$ cat config.mk
export PLATFORM = sky130hd
export DESIGN_NAME = display_mode_controller_flat
export DESIGN_NICKNAME = d
export VERILOG_FILES = /design/src/rtl/display_mode_controller_if.sv /design/src/rtl/display_mode_controller.sv /design/src/flat_wrapper.sv
export SDC_FILE = /design/constraint.sdc
export NUM_CORES = 1
export LEC_CHECK = 0
export BUFFER_PORTS_ARGS = -buffer_cell sky130_fd_sc_hd__buf_2
export CAP_MARGIN = 20
export CORE_MARGIN = 2
export CORE_UTILIZATION = 60
export DETAILED_ROUTE_END_ITERATION = 7
export GPL_TIMING_DRIVEN = 0
export PLACE_DENSITY_LB_ADDON = 0.15
export SLEW_MARGIN = 20
export SYNTH_ARGS = -nofsm -noshare
export SYNTH_HDL_FRONTEND = slang
export SYNTH_SLANG_ARGS = --single-unit
$ cat constraint.sdc
create_clock -name clk -period 4.6 [get_ports clk]
set_input_delay 0.92 -clock clk [delete_from_list [all_inputs] [get_ports clk]]
set_output_delay 0.92 -clock clk [all_outputs]
set_load 0.005 [all_outputs]
$ cat src/rtl/display_mode_controller_if.sv
// ALU result handshake: the ALU (master) offers a result, the controller
// (slave) accepts it when ready is high.
interface display_mode_controller_if;
   logic        valid;
   logic        ready;
   logic [15:0] result;
   logic        error;

   modport master (output valid, output result, output error, input ready);
   modport slave  (input valid, input result, input error, output ready);
endinterface

$ cat src/rtl/display_mode_controller.sv
// Display mode sequencer: picks CLOCK, CALC or ERROR view for the 8-digit
// display, latches ALU results, and times out back to the clock view.
module display_mode_controller #(
   parameter int TICK_DIV        = 50000,
   parameter int CALC_HOLD_TICKS = 5000,
   parameter int ERR_HOLD_TICKS  = 2000
) (
   input  logic                             clk,
   input  logic                             rst_n,
   display_mode_controller_if.slave         calc,
   input  logic                             mode_btn_i,
   output logic [1:0]                       mode_o,
   output logic [15:0]                      disp_result_o,
   output logic                             disp_sign_o,
   output logic                             disp_error_o
);

   localparam int HMAX   = (CALC_HOLD_TICKS > ERR_HOLD_TICKS) ? CALC_HOLD_TICKS : ERR_HOLD_TICKS;
   localparam int HOLD_W = $clog2(HMAX + 1);
   localparam int PRE_W  = (TICK_DIV > 2) ? $clog2(TICK_DIV) : 1;

   localparam logic [HOLD_W-1:0] CALC_HOLD = HOLD_W'(CALC_HOLD_TICKS);
   localparam logic [HOLD_W-1:0] ERR_HOLD  = HOLD_W'(ERR_HOLD_TICKS);
   localparam logic [PRE_W-1:0]  PRE_LAST  = PRE_W'(TICK_DIV - 1);

   // Encodings double as the mode output so mode_o comes straight off a flop.
   typedef enum logic [1:0] {
      ST_CALC  = 2'b00,
      ST_CLOCK = 2'b01,
      ST_ERROR = 2'b11
   } state_t;

   state_t            state_q;
   logic              ready_q;
   logic [HOLD_W-1:0] hold_q;
   logic [PRE_W-1:0]  presc_q, presc_d;
   logic              btn_q;
   logic [15:0]       result_q;
   logic              sign_q;
   logic              error_q;

   logic tick, xfer, btn_rise, expire;

   assign tick     = (presc_q == PRE_LAST);
   assign xfer     = calc.valid && ready_q;
   assign btn_rise = mode_btn_i && !btn_q;
   assign expire   = tick && (hold_q == HOLD_W'(1));
   assign presc_d  = tick ? '0 : presc_q + PRE_W'(1);

   assign calc.ready    = ready_q;
   assign mode_o        = state_q;
   assign disp_result_o = result_q;
   assign disp_sign_o   = sign_q;
   assign disp_error_o  = error_q;

   // Free-running timeout prescaler; unaffected by view changes.
   always_ff @(posedge clk or negedge rst_n) begin
      if (!rst_n) begin
         presc_q <= '0;
      end else begin
         presc_q <= presc_d;
      end
   end

   // View FSM with registered outputs; transfer beats button beats expiry.
   always_ff @(posedge clk or negedge rst_n) begin
      if (!rst_n) begin
         state_q  <= ST_CLOCK;
         ready_q  <= 1'b1;
         hold_q   <= '0;
         btn_q    <= 1'b0;
         result_q <= '0;
         sign_q   <= 1'b0;
         error_q  <= 1'b0;
      end else begin
         btn_q <= mode_btn_i;
         unique case (state_q)
            ST_CLOCK, ST_CALC: begin
               if (xfer) begin
                  if (calc.error) begin
                     // Keep the last good result on screen behind the banner.
                     state_q <= ST_ERROR;
                     error_q <= 1'b1;
                     ready_q <= 1'b0;
                     hold_q  <= ERR_HOLD;
                  end else begin
                     state_q  <= ST_CALC;
                     result_q <= calc.result;
                     sign_q   <= calc.result[15];
                     hold_q   <= CALC_HOLD;
                  end
               end else if (state_q == ST_CLOCK) begin
                  if (btn_rise) begin
                     state_q <= ST_CALC;
                     hold_q  <= CALC_HOLD;
                  end
               end else if (btn_rise || expire) begin
                  state_q <= ST_CLOCK;
                  hold_q  <= '0;
               end else if (tick && hold_q != '0) begin
                  hold_q <= hold_q - HOLD_W'(1);
               end
            end
            ST_ERROR: begin
               if (btn_rise || expire) begin
                  state_q <= ST_CLOCK;
                  error_q <= 1'b0;
                  ready_q <= 1'b1;
                  hold_q  <= '0;
               end else if (tick && hold_q != '0) begin
                  hold_q <= hold_q - HOLD_W'(1);
               end
            end
            default: begin
               // 2'b10 is unreachable; recover to the clock view.
               state_q <= ST_CLOCK;
               error_q <= 1'b0;
               ready_q <= 1'b1;
               hold_q  <= '0;
            end
         endcase
      end
   end

endmodule

$ cat src/flat_wrapper.sv
// flat-port wrapper written by rule: the top's interface ports become plain ports
module display_mode_controller_flat 
#(
   parameter int TICK_DIV        = 50000,
   parameter int CALC_HOLD_TICKS = 5000,
   parameter int ERR_HOLD_TICKS  = 2000
)
  (clk, rst_n, mode_btn_i, mode_o, disp_result_o, disp_sign_o, disp_error_o, calc_valid, calc_result, calc_error, calc_ready);
  display_mode_controller_if calc_i ();
  input  logic clk;
  input  logic rst_n;
  input  logic mode_btn_i;
  output logic [1:0] mode_o;
  output logic [15:0] disp_result_o;
  output logic disp_sign_o;
  output logic disp_error_o;
  input wire logic [$bits(calc_i.valid)-1:0] calc_valid;
  input wire logic [$bits(calc_i.result)-1:0] calc_result;
  input wire logic [$bits(calc_i.error)-1:0] calc_error;
  output wire logic [$bits(calc_i.ready)-1:0] calc_ready;
  assign calc_i.valid = calc_valid;
  assign calc_i.result = calc_result;
  assign calc_i.error = calc_error;
  assign calc_ready = calc_i.ready;
  display_mode_controller #(.TICK_DIV(TICK_DIV), .CALC_HOLD_TICKS(CALC_HOLD_TICKS), .ERR_HOLD_TICKS(ERR_HOLD_TICKS)) u_core (.clk(clk), .rst_n(rst_n), .calc(calc_i), .mode_btn_i(mode_btn_i), .mode_o(mode_o), .disp_result_o(disp_result_o), .disp_sign_o(disp_sign_o), .disp_error_o(disp_error_o));
endmodule
==> results of run 1 <==
cell families after synthesis:
family,after synthesis
AND/OR/NAND/NOR,99
multiplexers,17
AO/OA/AOI/OAI,45
buffers and inverters,12
adder cells (fa/ha/maj),4
flip-flops,50
XOR/XNOR,14
cell type report:
class,count,area share
Sequential cell,50,0.430
Multi-Input combinational cell,179,0.427
Timing Repair Buffer,41,0.0712
Clock buffer,5,0.0236
Tap cell,50,0.0214
Buffer,8,0.0150
Clock inverter,3,0.00729
Inverter,4,0.00515
layout by cell type (no fill, tap or decap), types with 3 or more instances in the layout:
master | synthesis | final
a211o_1 | 3 | 3
a21o_1 | 3 | 3
a21oi_1 | 11 | 11
a31oi_1 | 7 | 7
and3_1 | 4 | 4
and4_1 | 4 | 4
buf_2 | 2 | 42
clkbuf_8 | 0 | 5
dfrtp_1 | 48 | 48
ha_1 | 4 | 4
inv_1 | 4 | 4
mux2_2 | 16 | 16
nand2_1 | 12 | 12
nand3_1 | 16 | 16
nand4_1 | 8 | 8
nor2_1 | 23 | 23
nor2b_1 | 3 | 3
nor4_1 | 4 | 4
o21ai_0 | 6 | 6
xnor2_1 | 5 | 5
xor2_1 | 9 | 9
per-layer routing:
layer / GRT usage / vias to the layer above / share of wire
met5: 0 / - / 0
met4: 0.0763 / 0 / 0.017
met3: 0.0509 / 10 / 0.057
met2: 0.362 / 69 / 0.46
met1: 0.328 / 986 / 0.47
li1: - / 990 / -
critical path: cells and delay by family (launching register included):
family	cells	cell delay (ns)
buffers and inverters	1	0.18
DFF	1	0.41
and+or+nand+nor	3	0.64
adders and majority gates	1	0.25
AOI/OAI and AO/OA	2	1.13
path summary, 6_finish.rpt:
path | endpoint | from | depth (start not counted)
setup / recovery | u_core.hold_q[1]$_DFFE_PN0P_ | u_core.presc_q[0]$_DFF_PN0_ | 7
hold / removal | u_core.presc_q[0]$_DFF_PN0_ | u_core.presc_q[0]$_DFF_PN0_ | 1
setup reg to reg | u_core.hold_q[1]$_DFFE_PN0P_ | u_core.presc_q[0]$_DFF_PN0_ | 7
hold reg to reg | u_core.presc_q[0]$_DFF_PN0_ | u_core.presc_q[0]$_DFF_PN0_ | 1
max in group asynchronous | u_core.disp_error_o$_DFFE_PN0P_ | rst_n | 1
min in group asynchronous | u_core.hold_q[3]$_DFFE_PN0P_ | rst_n | 1
stage by stage:
step,util,worst slack [ns],area (µm²),std cells,total power [mW]
finish,0.719,1.93,2920,340,0.917
global route,0.719,1.73,2920,340,0.963
CTS,0.718,1.99,2920,340,0.919
detailed placement,0.696,1.65,2830,332,0.666
global placement,0.696,1.71,2830,332,0.663
floorplan,-,2.21,2560,241,0.615
synth_stat cells, types with 3 or more instances:
master   instances
xor2_1           9
nand2_1         12
nand3_1         16
xnor2_1          5
nor2_1          23
nor4_1           4
o21ai_0          6
nor2b_1          3
dfrtp_1         48
a21o_1           3
inv_1            4
and4_1           4
a31oi_1          7
a21oi_1         11
ha_1             4
and3_1           4
a211o_1          3
nand4_1          8
mux2_2          16
where the power goes:
part	total [mW]	internal (mW)	leakage, nW	switching, mW
Sequential	0.504	0.466	0.660	0.0385
Combinational	0.159	0.0673	0.684	0.0914
Clock	0.254	0.107	0.0441	0.147
Total	0.917	0.640	1.39	0.277
sequential cells by signal (all words and copies together) (netlist names):
signal and count:
u_core.disp_result_o 15, u_core.mode_o 2, u_core.btn_q 1, u_core.presc_q 16
u_core.disp_sign_o 1, u_core.calc.ready 1, u_core.hold_q 13, u_core.disp_error_o 1
==> summary.md, run 1 <==
| Metric | Value |
|---|---|
| Status | finished, final reports clean |
| Vias in the first global route | 1992 |
| Fin. Hold Viols | 0 |
| Die Y | slightly below 70 µm |
| Final nets | 314 |
| EDFF count, synth | 0 |
| Slowest Stage Delay on Critical Path | 0.91 ns |
| DRT Pass-1 Iters | 4 |
| Main combinational cell family by area after synthesis | simple AND/OR/NAND/NOR gates |
| Fin Hold WS | 0.471 ns |
| Final setup fails | 0 |
| Synth Cell Area | 0.00256 mm² |
| DRT iter0 DRCs | 172 |
| Yosys reg bits | 50 |
| Slew @ Worst Pin | about 1.1 ns |
| Initial core utilization | 0.630 |
| Synth Area in Compound Gates | 0.115 |
| Clock Latency Late Sink | 0.31 ns |
| Clock Tree Buf Depth | 2 |
| Post-synth top area share | 0.470 |
| Slowest CP cell | a311oi_1 |
| Worst hold path class | flip-flop to flip-flop |
| Synth Area per Inst | approximately 11 µm² |
| Reg clk slew, reported paths | roughly 0.090 ns |
| Antenna Cells | 0 |
| Post-synthesis sequential area ratio | 0.490 |
| Synth Area in Simple Gates | 0.229 |
| Power Dens Cells | 314 mW/mm² |
| RSZ-0062 raised after global routing | false |
| H-tree depth | 2 |
| Share of layout cells above drive strength 1 | 0.269 |
| Num rows | 23 |
| Post-synthesis mux area share | 0.0744 |
| R2R setup slack | 1.93 ns |
| Wire length per cell | 15.2 µm |
| Post-Syn Instances | ~240 |
| Antenna violations before repair | 0 |
| Routed wire length | 5180 µm |
| Setup TNS | 0 ns |
| CP Max Fanout | 10 |
| Worst path cell trace | ha_1 -> and3_1 -> and4_1 -> buf_2 -> a311oi_1 -> nand3_1 -> o22ai_1 |
| Post-route ant nets | 0 |
| Area of the multi-input gates | 0.00124 mm² |
| Total CTS buffers | 5 |
| Max Cap Viol | 0 |
| DP HPWL | around 3700 µm |
| Cts hold-fix bufs | 0 |
| Die Wd | slightly below 70 µm |
| # IOs | 42 |
| Yosys warning count | 0 |
| CP Launch Type | flip-flop |
| Leak | 1.39 nW |
| Vias | 2055 |
| Largest net degree at the start of global routing | 51 |
| Post-CTS setup buffer count | 0 |
| Max Transition Viols Final | 0 |
| Fin Clk Skew | ~0.0057 ns |
| Mapped Nets | 266 |
| Synth unique cells | 55 |
| FILL cells | 321 |
| Reg area | between 0.001 and 0.0015 mm² |
| Asr flop ratio synth | 1.00 |
| Area Growth Syn to Fin | 14.1% |
| Fin crit period | 2.67 ns |
| Post-Synth Adder-Cell Area | 0.0196 |
| Placer congestion estimate | between 0.9 and 1 |
| First-pass GRT wire length | 9080 µm |
| Most used DFF post-synth | dfrtp_1 |
| # port buffers | 41 |
| Final period util | 0.581 |
| Largest cells by area after synthesis | dfrtp_1 (47%), mux2_2 (7.0%), nor2_1 (3.4%), nand3_1 (3.1%), xor2_1 (3.1%) |
| CP required | about 4.8 ns |
| Clock root buffer | clkbuf_8 |
| Crit end category | flip-flop |
| Gr usage total | 0.233 |
| Core area | 0.00406 mm² |
| Max Fclk | between 300 and 400 MHz |
| Post-route DRC | 0 |
| GRT Residual Overflow | 0 |
| Vias per inst | a little over 6 |
| Die area | 0.00480 mm² |
| Leading area contributor after synthesis | dfrtp_1 |
| Xor and xnor area share after synthesis | 0.0479 |
| Post_cts resized | 0 |
| Clock sink count | 50 |
| TritonCTS clock tree | built |
| Crit Path Category | flip-flop to flip-flop |
| Worst Path Arrival | 2.90 ns |
| Worst vdd ir | 0.000262 V |
| Slew margin rel. | 0.294 |
No activity file was read; power rests on OpenSTA's default activity.
==> inputs of run 2 (changes only) <==
--- a/config.mk
+++ b/config.mk
@@ -5,10 +5,11 @@
 export SDC_FILE = /design/constraint.sdc
 export NUM_CORES = 1
 export LEC_CHECK = 0
+export ABC_AREA = 1
 export BUFFER_PORTS_ARGS = -buffer_cell sky130_fd_sc_hd__buf_2
 export CAP_MARGIN = 20
 export CORE_MARGIN = 2
-export CORE_UTILIZATION = 60
+export CORE_UTILIZATION = 57
 export DETAILED_ROUTE_END_ITERATION = 7
 export GPL_TIMING_DRIVEN = 0
 export PLACE_DENSITY_LB_ADDON = 0.15
==> constraint.sdc (replaced) <==
create_clock -name clk -period 2.8 [get_ports clk]
set_input_delay 0.56 -clock clk [delete_from_list [all_inputs] [get_ports clk]]
set_output_delay 0.56 -clock clk [all_outputs]
set_load 0.005 [all_outputs]
==> summary.md, run 2 <==
| Metric | Value |
|---|---|
| Fin Clk Skew | 0.0213 ns (+0.0156 ns) |
| Crit-path most repeated cell | inv_1 |
| Setup TNS | 0 ns (unchanged) |
| Slew margin rel. | 0.588 (+0.293) |
| Largest cells by area after synthesis | dfrtp_1 (42%), nand2_1 (13%), nor2_1 (6.9%), inv_1 (6.3%), mux2_2 (6.3%) |
| Worst path cell trace | inv_1 -> nor2_1 -> inv_1 -> nor3_2 -> inv_1 -> clkbuf_1 -> nor2_1 -> a21oi_1 |
| CP Launch Type | flip-flop |
| Yosys reg bits | 50 (unchanged) |
| Die Wd | 74.6 µm (+7.7%) |
| Post-synthesis sequential area ratio | 0.441 (-0.0490) |
| Mapped Nets | 389 (+46%) |
| Fin Hold WS | 0.265 ns (-0.206 ns) |
| Gr usage total | 0.230 (-0.00284) |
| Fin crit period | 2.03 ns (-0.646 ns) |
| Placed inst area | 0.00313 mm² (+11%) |
| Vias in the first global route | 2293 (+15%) |
| Area Growth Syn to Fin | 14.2% (about the same) |
| Commonest non-fill, non-tap cell in the layout | nand2_1 |
| Share of layout cells above drive strength 1 | 0.220 (-0.0486) |
| Most used DFF post-synth | dfrtp_1 |
| Most frequent cells in the layout | nand2_1 (98), nor2_1 (52), inv_1 (48), dfrtp_1 (48), buf_2 (42) |
| Worst r2r src | u_core.mode_o[0]$_DFFE_PN1P_ |
| Asr flop ratio synth | 1.00 (unchanged) |
| FF-to-FF path depth | 8 (+1) |
| # port buffers | 41 (unchanged) |
| DRT iter0 DRCs | 181 (+5.2%) |
| Most common cell in the netlist | nand2_1 |
| Max Cap Viol | 0 (unchanged) |
| Final Cell Area | 0.00324 mm² (+11%) |
| Num rows | 25 (+8.7%) |
| EDFF count, synth | 0 (unchanged) |
| Die Y | 74.6 µm (+7.7%) |
| Largest net degree at the start of global routing | 51 (unchanged) |
| Post_cts resized | 0 (unchanged) |
| Crit Path Category | flip-flop to flip-flop |
| H-tree depth | 2 (unchanged) |
| Post-route DRC | 0 (unchanged) |
| Worst vdd ir | 0.000489 V (+86%) |
| TritonCTS clock tree | built |
| Reg clk slew, reported paths | 0.11 ns (+0.02 ns) |
| Die area | 0.00557 mm² (+16%) |
| Clock sink count | 50 (unchanged) |
| Post-Syn Instances | 364 (+51%) |
| Placer congestion estimate | 0.907 (-1.4%) |
| Slew @ Worst Pin | 0.618 ns (-0.433 ns) |
| CP Max Fanout | 10 (unchanged) |
| Routed wire length | 5780 µm (+12%) |
| Worst Setup SP | u_core.mode_o[0]$_DFFE_PN1P_ |
| R2R setup slack | 0.77 ns (-1.15 ns) |
| Top reg by flops | u_core.presc_q |
| Status | finished, final reports clean |
| Antenna violations before repair | 0 (unchanged) |
| Post-CTS setup buffer count | 0 (unchanged) |
| Fin util | 0.682 (-0.0367) |
| Vias per inst | 5.06 (-16%) |
| CP required | 2.99 ns (-1.84 ns) |
| Synth Cell Area | 0.00284 mm² (+11%) |
| Max reg flops | 16 (unchanged) |
| Crit end category | flip-flop |
| Worst hold path class | primary input to asynchronous set/reset pin |
| Core area | 0.00475 mm² (+17%) |
| Wire length per cell | 12.1 µm (-21%) |
| DRT Pass-1 Iters | 4 (unchanged) |
| Post-synth top area share | 0.423 (-0.0469) |
| Slowest Stage Delay on Critical Path | 0.58 ns (-0.33 ns) |
| GRT Residual Overflow | 0 (unchanged) |
| Yosys warning count | 0 (unchanged) |
| Final period util | 0.724 (+0.143) |
| Antenna Cells | 0 (unchanged) |
| Synth Area per Inst | 7.81 µm² (-26%) |
| Synth top cells by count | nand2_1 (98), nor2_1 (52), dfrtp_1 (48), inv_1 (48), nand3_1 (20) |
| Clock Tree Buf Depth | 2 (unchanged) |
| Power Dens Cells | 770 mW/mm² (+150%) |
| Leading area contributor after synthesis | dfrtp_1 |
| Post-route ant nets | 0 (unchanged) |
| Final setup fails | 0 (unchanged) |
| Cts hold-fix bufs | 0 (unchanged) |
| Max Fclk | 493 MHz (+32%) |
| Total CTS buffers | 5 (unchanged) |
| Initial core utilization | 0.598 (-0.0326) |
| Synth unique cells | 31 (-44%) |
| # IOs | 42 (unchanged) |
| Clock root buffer | clkbuf_8 |
| Clock Latency Late Sink | 0.31 ns (about the same) |
| Worst Path Arrival | 2.22 ns (-0.68 ns) |
| Worst R2R End | u_core.hold_q[12]$_DFFE_PN0P_ |
| RSZ-0062 raised after global routing | false |
| Slowest CP cell | dfstp_2 |
| DP HPWL | 4310 µm (+16%) |
| First-pass GRT wire length | 9960 µm (+9.6%) |
| Fin. Hold Viols | 0 (unchanged) |
| Final nets | 437 (+39%) |
| Vias | 2430 (+18%) |
| Max Transition Viols Final | 0 (unchanged) |
| Leak | 1.70 nW (+23%) |
[run 2: changes by cell type after synthesis, moves of 6 or more]
cell | previous run | this run
nand2_1 | 12 | 98
inv_1 | 4 | 48
nor2_1 | 23 | 52
nor2_2 | 0 | 8
a31oi_1 | 7 | 1
[run 2: worst max path at each step]
stage | end | slack, ns | cells after the start
after floorplan | u_core.hold_q[10]$_DFFE_PN0P_ | 1.17 | 13
after global placement | u_core.hold_q[6]$_DFFE_PN0P_ | 0.78 | 8
after detailed placement | u_core.hold_q[12]$_DFFE_PN0P_ | 0.76 | 8
after CTS | u_core.hold_q[4]$_DFFE_PN0P_ | 0.80 | 8
after global routing | u_core.hold_q[11]$_DFFE_PN0P_ | 0.55 | 7
final | u_core.hold_q[12]$_DFFE_PN0P_ | 0.77 | 8
[run 2: cell families (layout without fill, tap and decap cells)]
kind of cell               Yosys count  in the layout  synth area share
and+or+nand+nor                    201            201             0.314
AOI/OAI and AO/OA                   27             27            0.0524
adders and majority gates            4              4            0.0176
DFF                                 50             50             0.441
xor gates and xnor gates            11             11            0.0339
buffers and inverters               55            104            0.0775
muxes                               16             16            0.0634
[run 2: cell type report]
type                    count  area, µm²
plain buffers               5       32.5
clock buffers               6       72.6
flip-flops and latches     50       1250
inverters                  50        188
well taps                  67       83.8
fillers                   393       1510
multi-input cells         259       1370
clock inverters             2       38.8
repair buffers             41        208
[run 2: metal layers]
metal  wire length [µm]  part of all wire  GRT usage  vias to the layer above
met5                  0                 0          0                        -
met3                266             0.046     0.0393                        9
li1                   -                 -          -                     1244
met4                 80             0.014     0.0754                        0
met2               2640              0.46      0.377                       67
met1               2800              0.48      0.313                     1110
[run 2: power breakdown]
group / switching (mW) / internal [mW]
clock: 0.244 / 0.269
sequential: 0.148 / 0.923
combinational: 0.521 / 0.395
total: 0.912 / 1.59
[run 2: worst max-delay path, delay by kind of cell, from the launching register on]
kind / cells / cell delay (ns)
buffers and inverters: 4 / 0.52
AND/OR/NAND/NOR: 3 / 0.75
AO/OA/AOI/OAI: 1 / 0.06
flip-flops: 1 / 0.58
[run 2: per-stage QoR]
stage	std cells	setup WS, ns	power [mW]
final	480	0.772	2.50
after global routing	480	0.553	2.69
after CTS	480	0.796	2.50
after detailed placement	472	0.759	1.99
after global placement	472	0.783	1.96
after floorplan	364	1.17	1.67
==> inputs of run 3 (changes only) <==
--- a/config.mk
+++ b/config.mk
@@ -9,7 +9,7 @@
 export BUFFER_PORTS_ARGS = -buffer_cell sky130_fd_sc_hd__buf_2
 export CAP_MARGIN = 20
 export CORE_MARGIN = 2
-export CORE_UTILIZATION = 57
+export CORE_UTILIZATION = 51
 export DETAILED_ROUTE_END_ITERATION = 7
 export GPL_TIMING_DRIVEN = 0
 export PLACE_DENSITY_LB_ADDON = 0.15
==> constraint.sdc (replaced) <==
create_clock -name clk -period 1.6 [get_ports clk]
set_input_delay 0.32 -clock clk [delete_from_list [all_inputs] [get_ports clk]]
set_output_delay 0.32 -clock clk [all_outputs]
set_load 0.005 [all_outputs]
==> summary.md, run 3 (synthesis results as in run 2) <==
| Metric | Value |
|---|---|
| Status | finished, violations left |
| Failing checks | setup timing |
| Final setup fails | 17 (+17) |
| CP Launch Type | flip-flop |
| Total CTS buffers | 5 (unchanged) |
| Vias | 2582 (+6.3%) |
| Fin. Hold Viols | 0 (unchanged) |
| Slowest Stage Delay on Critical Path | 0.37 ns (-0.21 ns) |
| Final Cell Area | 0.00383 mm² (+18%) |
| Max Fclk | 587 MHz (+19%) |
| Clock root buffer | clkbuf_8 |
| RSZ-0062 raised after global routing | true |
| Gr usage total | 0.226 (-0.00451) |
| H-tree depth | 2 (unchanged) |
| Slowest CP cell | dfrtp_1 |
| Area Growth Syn to Fin | 34.7% |
| Placer congestion estimate | 0.941 (+3.8%) |
| First-pass GRT wire length | 11100 µm (+12%) |
| Placed Cells | 477 (+1.1%) |
| Crit Path Category | flip-flop to flip-flop |
| Clock Latency Late Sink | 0.31 ns (about the same) |
| Buf+Inv Stages, Crit Path | 3 (-1) |
| Fin Hold WS | 0.0256 ns (-0.239 ns) |
| Core area | 0.00544 mm² (+14%) |
| Fin util | 0.704 (+0.0213) |
| Routed wire length | 6890 µm (+19%) |
| Largest net degree at the start of global routing | 51 (unchanged) |
| Die Y | 78.6 µm (+5.4%) |
| Post-route ant nets | 0 (unchanged) |
| Clock Tree Buf Depth | 2 (unchanged) |
| Die area | 0.00618 mm² (+11%) |
| DRT Pass-1 Iters | 4 (unchanged) |
| Num rows | 27 (+8.0%) |
| Clock sink count | 50 (unchanged) |
| Final nets | 469 (+7.3%) |
| Worst setup margin | -0.104 ns (-0.876 ns) |
| GRT Residual Overflow | 0 (unchanged) |
| CP Max Fanout | 5 (-5) |
| Fin Clk Skew | 0.00858 ns (-0.0127 ns) |
| Leak | 1.96 nW (+15%) |
| Most frequent cells in the layout | nand2_1 (83), dfrtp_1 (44), buf_2 (42) |
| Reg clk slew, reported paths | 0.10 ns (about the same) |
| Fin crit period | 1.70 ns (-0.324 ns) |
| Max reg flops | 16 (unchanged) |
| DP HPWL | 4370 µm (+1.4%) |
| Worst path cell trace | ha_2 -> nand2_4 -> inv_4 -> nand2_4 -> nor2_4 -> nand2_4 -> nor2_4 -> nor2_4 -> buf_6 -> nand3_2 -> nand3_2 -> nand2_1 -> inv_1 |
| Final cell count without fillers | 517 (+7.7%) |
| Vias in the first global route | 2517 (+9.8%) |
| Vias per inst | 4.99 (-1.3%) |
| Worst vdd ir | 0.000943 V (+93%) |
| Final period util | 1.06 (+0.340) |
| Antenna violations before repair | 0 (unchanged) |
| Antenna Cells | 0 (unchanged) |
| Slew @ Worst Pin | 0.632 ns (+0.0140 ns) |
| Crit end category | flip-flop |
| # IOs | 42 (unchanged) |
| Initial core utilization | 0.522 (-0.0752) |
| Setup TNS | -1.23 ns (-1.23 ns) |
| Power Dens Cells | 1240 mW/mm² (+61%) |
| Max Cap Viol | 0 (unchanged) |
| Share of layout cells above drive strength 1 | 0.416 (+0.195) |
| Wire length per cell | 13.3 µm (+11%) |
| Die Wd | 78.6 µm (+5.4%) |
| DRT iter0 DRCs | 121 (-33%) |
| CP required | 1.80 ns (-1.19 ns) |
| Placed inst area | 0.00314 mm² (+0.36%) |
| Top reg by flops | u_core.presc_q |
| TritonCTS clock tree | built |
| Max Transition Viols Final | 0 (unchanged) |
| Slew margin rel. | 0.578 (-0.00933) |
| Worst Path Arrival | 1.91 ns (-0.31 ns) |
| Worst hold path class | primary input to asynchronous set/reset pin |
| # port buffers | 41 (unchanged) |
| Commonest non-fill, non-tap cell in the layout | nand2_1 |
| Post-route DRC | 0 (unchanged) |
| Delay-heaviest family, CP | simple AND/OR/NAND/NOR gates |
[run 3: cell type report]
type	count	area, µm²
Tap cell	72	90.1
Buffer	5	36.3
Sequential cell	50	1260
Clock inverter	3	47.5
Timing Repair Buffer	72	460
Clock buffer	5	68.8
Inverter	50	190
Fill cell	435	1610
Multi-Input combinational cell	260	1680
[run 3: final timing paths]
kind	startpoint	end	slack, ns	depth (start not counted)
worst max register to register	u_core.presc_q[0]$_DFF_PN0_	u_core.hold_q[10]$_DFFE_PN0P_	-0.10	13
worst max-delay path	u_core.presc_q[0]$_DFF_PN0_	u_core.hold_q[10]$_DFFE_PN0P_	-0.10	13
worst min-delay path	rst_n	u_core.presc_q[9]$_DFF_PN0_	0.03	1
max in group asynchronous	rst_n	u_core.hold_q[9]$_DFFE_PN0P_	1.11	1
min in group clk	mode_btn_i	u_core.btn_q$_DFF_PN0_	0.13	1
worst min register to register	u_core.presc_q[13]$_DFF_PN0_	u_core.presc_q[13]$_DFF_PN0_	0.49	1
[run 3: metrics by stage]
| stage | setup slack, ns | total power [mW] |
|---|---|---|
| floorplan | 0.00982 | 2.93 |
| global placement | -0.326 | 3.43 |
| detailed placement | -0.410 | 3.49 |
| CTS | -0.0783 | 4.59 |
| global route | -0.222 | 5.13 |
| finish | -0.104 | 4.76 |
[run 3: layer usage]
layer  global-route usage  share of wire  vias up
met4               0.0614          0.014        0
met2                0.400           0.51       60
li1                     -              -     1309
met1                0.281           0.44     1204
met3               0.0437          0.045        9
met5                    0              0        -
[run 3: where the power goes]
| group | switching (mW) | internal [mW] | total [mW] | leakage (nW) |
|---|---|---|---|---|
| sequential | 0.288 | 1.62 | 1.91 | 0.622 |
| combinational | 1.06 | 0.854 | 1.92 | 1.27 |
| clock | 0.452 | 0.477 | 0.929 | 0.0591 |
| total | 1.81 | 2.95 | 4.76 | 1.96 |
[run 3: worst register-to-register path, cell delays in order (launching register included)]
cell,delay [ns]
dfrtp_1,0.37
ha_2,0.21
nand2_4,0.07
inv_4,0.07
nand2_4,0.06
nor2_4,0.13
nand2_4,0.11
nor2_4,0.13
nor2_4,0.06
buf_6,0.15
nand3_2,0.07
nand3_2,0.06
nand2_1,0.07
inv_1,0.03
[run 3: what timing repair did]
action,CTS,global route
gates resized for setup,45,51
setup buffers,11,21
gates cloned,1,1
hold endpoints to repair,0,0
hold buffers,0,0
endpoints found under the setup margin,30,34
pin swaps,20,28
